**src/rtl/pipe_reg.sv**
```systemverilog
// pipe_reg: elastic DEPTH-stage, WIDTH-bit register pipeline with valid/ready on both ends,
// bubble collapsing and occupancy count. Define PIPE_REG_FLUSH_EN to add a synchronous flush input.
module pipe_reg #(
    parameter int               WIDTH     = 8,
    parameter int               DEPTH     = 4,
    parameter logic [WIDTH-1:0] RESET_VAL = '0
) (
    input  logic                       clk,
    input  logic                       rst,
`ifdef PIPE_REG_FLUSH_EN
    input  logic                       flush,
`endif
    input  logic                       in_valid,
    output logic                       in_ready,
    input  logic [WIDTH-1:0]           in_data,
    output logic                       out_valid,
    input  logic                       out_ready,
    output logic [WIDTH-1:0]           out_data,
    output logic [$clog2(DEPTH+1)-1:0] count
);

    localparam int CW = $clog2(DEPTH + 1);

    logic [DEPTH-1:0] valid_r;
    logic [WIDTH-1:0] data_r    [DEPTH];
    logic [CW-1:0]    count_r;
    logic [DEPTH:0]   rdy_s;
    logic             rdy_acc_s;
    logic [DEPTH-1:0] stage_v_s;
    logic [WIDTH-1:0] stage_d_s [DEPTH];
    logic             flush_s;
    logic             push_s;
    logic             pop_s;

`ifdef PIPE_REG_FLUSH_EN
    assign flush_s = flush;
`else
    assign flush_s = 1'b0;
`endif

    // Ready chain: a stage can load when it is empty or the stage ahead is moving.
    always_comb begin
        rdy_acc_s    = out_ready;
        rdy_s        = '0;
        rdy_s[DEPTH] = out_ready;
        for (int i = DEPTH - 1; i >= 0; i--) begin
            rdy_acc_s = ~valid_r[i] | rdy_acc_s;
            rdy_s[i]  = rdy_acc_s;
        end
    end

    // Per-stage incoming valid/data: stage 0 from upstream, others from the stage behind.
    always_comb begin
        stage_v_s[0] = in_valid;
        stage_d_s[0] = in_data;
        for (int i = 1; i < DEPTH; i++) begin
            stage_v_s[i] = valid_r[i-1];
            stage_d_s[i] = data_r[i-1];
        end
    end

    assign in_ready = rdy_s[0] & ~rst & ~flush_s;
    assign push_s   = in_valid & in_ready;
    assign pop_s    = valid_r[DEPTH-1] & out_ready;

    // Valid bits and occupancy counter; reset beats flush.
    always_ff @(posedge clk) begin
        if (rst) begin
            valid_r <= '0;
            count_r <= '0;
        end else if (flush_s) begin
            valid_r <= '0;
            count_r <= '0;
        end else begin
            for (int i = 0; i < DEPTH; i++) begin
                if (rdy_s[i]) begin
                    valid_r[i] <= stage_v_s[i];
                end
            end
            case ({push_s, pop_s})
                2'b10:   count_r <= count_r + CW'(1'b1);
                2'b01:   count_r <= count_r - CW'(1'b1);
                default: count_r <= count_r;
            endcase
        end
    end

    // Data registers load only real items, so a stalled stage keeps its contents.
    always_ff @(posedge clk) begin
        if (rst) begin
            for (int i = 0; i < DEPTH; i++) begin
                data_r[i] <= RESET_VAL;
            end
        end else if (!flush_s) begin
            for (int i = 0; i < DEPTH; i++) begin
                if (rdy_s[i] && stage_v_s[i]) begin
                    data_r[i] <= stage_d_s[i];
                end
            end
        end
    end

    assign out_valid = valid_r[DEPTH-1];
    assign out_data  = data_r[DEPTH-1];
    assign count     = count_r;

endmodule

```
**config.mk**
```make
export PLATFORM = sky130hd
export DESIGN_NAME = pipe_reg
export DESIGN_NICKNAME = d
export VERILOG_FILES = /design/src/rtl/pipe_reg.sv
export SDC_FILE = /design/constraint.sdc
export NUM_CORES = 1
export LEC_CHECK = 0
export BUFFER_PORTS_ARGS = -buffer_cell sky130_fd_sc_hd__buf_4
export CORE_MARGIN = 2
export CORE_UTILIZATION = 48
export DETAILED_ROUTE_END_ITERATION = 6
export PLACE_DENSITY = 0.72
export RECOVER_POWER = 25
export SYNTH_ARGS = -nofsm -noshare
export SYNTH_HDL_FRONTEND = slang
export SYNTH_SLANG_ARGS = --single-unit
```
**constraint.sdc**
```tcl
create_clock -name clk -period 5.3 [get_ports clk]
set_input_delay 0.53 -clock clk [delete_from_list [all_inputs] [get_ports clk]]
set_output_delay 0.53 -clock clk [all_outputs]
set_load 0.02 [all_outputs]
```
==> qor.yml <==
cells_and_area:
  multi_input_comb_area_um2: 418
  ff_latch_area_mm2: 0.00110
  area_growth_pct: 19.6
  drive_gt1_frac: 0.230
  diodes: 0
  fillers: 247
  nets: 152
floorplanning:
  start_util: 0.509
  fp.coreArea_mm2: 0.00308
  dieArea_mm2: 0.00374
  die_h_um: 61.2
  die_x_um: 61.2
  num_rows: 20
  num_io_pins: 25
route:
  met1_length_um: 780
  viasPerCell: 4.60
  drtPass1Iterations: 4
  ant_nets: 0
  wl_met3_um: 123
  post-route-drc-count: 0
  wl_met2_um: 1070
  vias: 842
  drtIter0Drc: 17
  routedWlPerCell_um: 10.8
  routed_wl_um: 1980
  routed.top_layer: "met4"
cts:
  cts.sinks: 39
  htree_levels: 2
  cts_resized: 0
  cts_setup_buffers: 0
  cts_root_buffer: "clkbuf_4"
  cts_hold_buffers: 0
  cts_tree: "yes"
  cts.clk_slew.worst_paths_ns: 0.11
  clkLatencyLatePin_ns: 0.33
  cts_buffers: 5
  cts_max_path_buffers: 2
power:
  power_leakage_nw: 0.751
  total_power_mw: 0.632
  ir_worst_vdd_uv: 197
  power_per_cell_area_mw_per_mm2: 337
logic_synthesis:
  ys_seq_area_frac: 0.702
  synth_area_mm2: 0.00157
  synth_top_area_share: 0.613
  synth.net_count: 123
  syn_avg_cell_area_um2: 14.4
  yosysUniqueCellTypes: 23
  synth.largest_area_cell: "edfxtp_1"
  netlist_instances: 109
  ys_warn_count: 0
  ys_ff_latch: 39
  synth_area_leaders: "edfxtp_1, and2_1, dfxtp_1"
critical_path:
  end_kind: "register"
  endpoint: "count[2]"
  cp.required_ns: 5.57
  critPathMaxStageDelay_ns: 0.40
  path_depth: 8
  crit_path_start: "valid_r[3]"
  r2r_end: "count[2]"
  crit_type: "register to register"
  r2r_cells: 8
  regToRegSetupSlack_ns: 2.90
  critical_path.top_delay_family: "adder cells"
  cp.arrival_ns: 2.67
  timing.rr.start: "valid_r[3]"
  worstPathMaxFanout: 9
  cp_cell_sequence: "and4b_1, a211oi_4, inv_1, ha_1, fa_1, xnor2_1, or3_1, a21oi_1"
  critPathSlowestCell: "fa_1"
  start_kind: "register"
  path_buf_inv: 1
global_route:
  grt_overflow: 0
  antenna_found_initial: 0
  grt_pass1_vias: 831
  track_usage: 0.133
  grt_pass1_wl_um: 3460
  grt_max_degree: 17
hold_path:
  hold_class: "input pin to register"
placed_design:
  gp_congestion: 0.761
  numPortBuffers: 24
  place_hpwl_um: 1450
flow_run:
  max_cap_viol_count: 0
sta:
  fin_crit_sh: 0.452
  hold_viol: 0
  fmax_mhz: 417
  tightest_slew_ns: 0.666
  tns_ns: 0
  skew_ns: 0.00606
  setup_viol: 0
  maxSlewHeadroom: 0.555
  rsz0062_at_grt: "false"
  finalMaxSlewViolations: 0
  period_minus_slack_ns: 2.40
outcome:
  status: "finished, final reports clean"
-- metrics by stage --
step | setup WS (ns) | std cells | cell area [um^2] | hold WS [ns] | util
detailed placement | 2.65 | 175 | 1790 | 0.479 | 0.581
floorplan | 2.89 | 109 | 1570 | 0.455 | -
global placement | 2.72 | 175 | 1790 | 0.473 | 0.581
CTS | 2.87 | 183 | 1890 | 0.450 | 0.614
finish | 2.90 | 183 | 1870 | 0.465 | 0.609
global route | 2.70 | 183 | 1870 | 0.437 | 0.609
-- cell families after synthesis --
family,count (synthesis),share of synthesized area
flops,39,0.702
buf+inv,7,0.0215
mux,1,0.00638
xor+xnor,2,0.0112
compound gates,9,0.0447
fa+ha+maj,2,0.0207
simple gates,49,0.193
-- worst min-delay path by stage --
stage | cells after the start | start | slack (ns) | end
4_1_cts | 2 | in_data[1] | 0.45 | data_r[0][1]
3_5_place_dp | 2 | valid_r[1] | 0.48 | valid_r[2]
2_1_floorplan | 2 | valid_r[1] | 0.46 | valid_r[2]
6_report | 2 | in_data[1] | 0.46 | data_r[0][1]
5_1_grt | 2 | in_data[6] | 0.44 | data_r[0][6]
3_3_place_gp | 2 | count[2] | 0.47 | count[2]
-- where the power goes --
| group | leakage [nW] | switching, mW | internal [mW] |
|---|---|---|---|
| clock network | 0.0525 | 0.0913 | 0.147 |
| registers | 0.396 | 0.00586 | 0.349 |
| logic | 0.303 | 0.0212 | 0.0178 |
-- layout by cell type (no fill, tap or decap), types with 2 or more instances in the layout --
cell type and count:
a21oi_1 3, and2_0 14, and2_1 19, buf_4 24, bufinv_16 2, clkbuf_4 5
dfxtp_1 7, edfxtp_1 32, inv_1 5, nor2_1 8, nor3_1 3, o21bai_1 3
-- registers in the layout, summed over array words and instances, names as in the netlist --
signal and count:
data_r 32, valid_r 4, count 3
-- cell usage after synthesis --
cell	count
a21oi_1	3
xor2_1	1
or3_1	1
fa_1	1
a211oi_4	1
inv_1	5
nand2_1	1
nor2_1	8
clkbuf_1	1
and2_1	33
and4b_1	1
nor3_2	3
xnor2_1	1
mux2i_1	1
ha_1	1
a21o_1	1
o21ai_0	1
dfxtp_1	7
and2b_1	1
buf_6	1
o21bai_1	3
and3b_1	1
edfxtp_1	32
-- cell type report --
| cell class | count | area share |
|---|---|---|
| flip-flops and latches | 39 | 0.587 |
| multi-input cells | 63 | 0.223 |
| repair buffers | 24 | 0.0961 |
| clock inverters | 2 | 0.0320 |
| well taps | 44 | 0.0294 |
| clock buffers | 6 | 0.0220 |
| inverters | 5 | 0.0100 |
-- per-layer routing --
metal / up-vias / GRT usage
met5: - / 0
met2: 22 / 0.243
met3: 2 / 0.0567
met4: 0 / 0.0559
met1: 386 / 0.129
li1: 432 / -
Note: power is estimated with default switching activity, not from simulation.
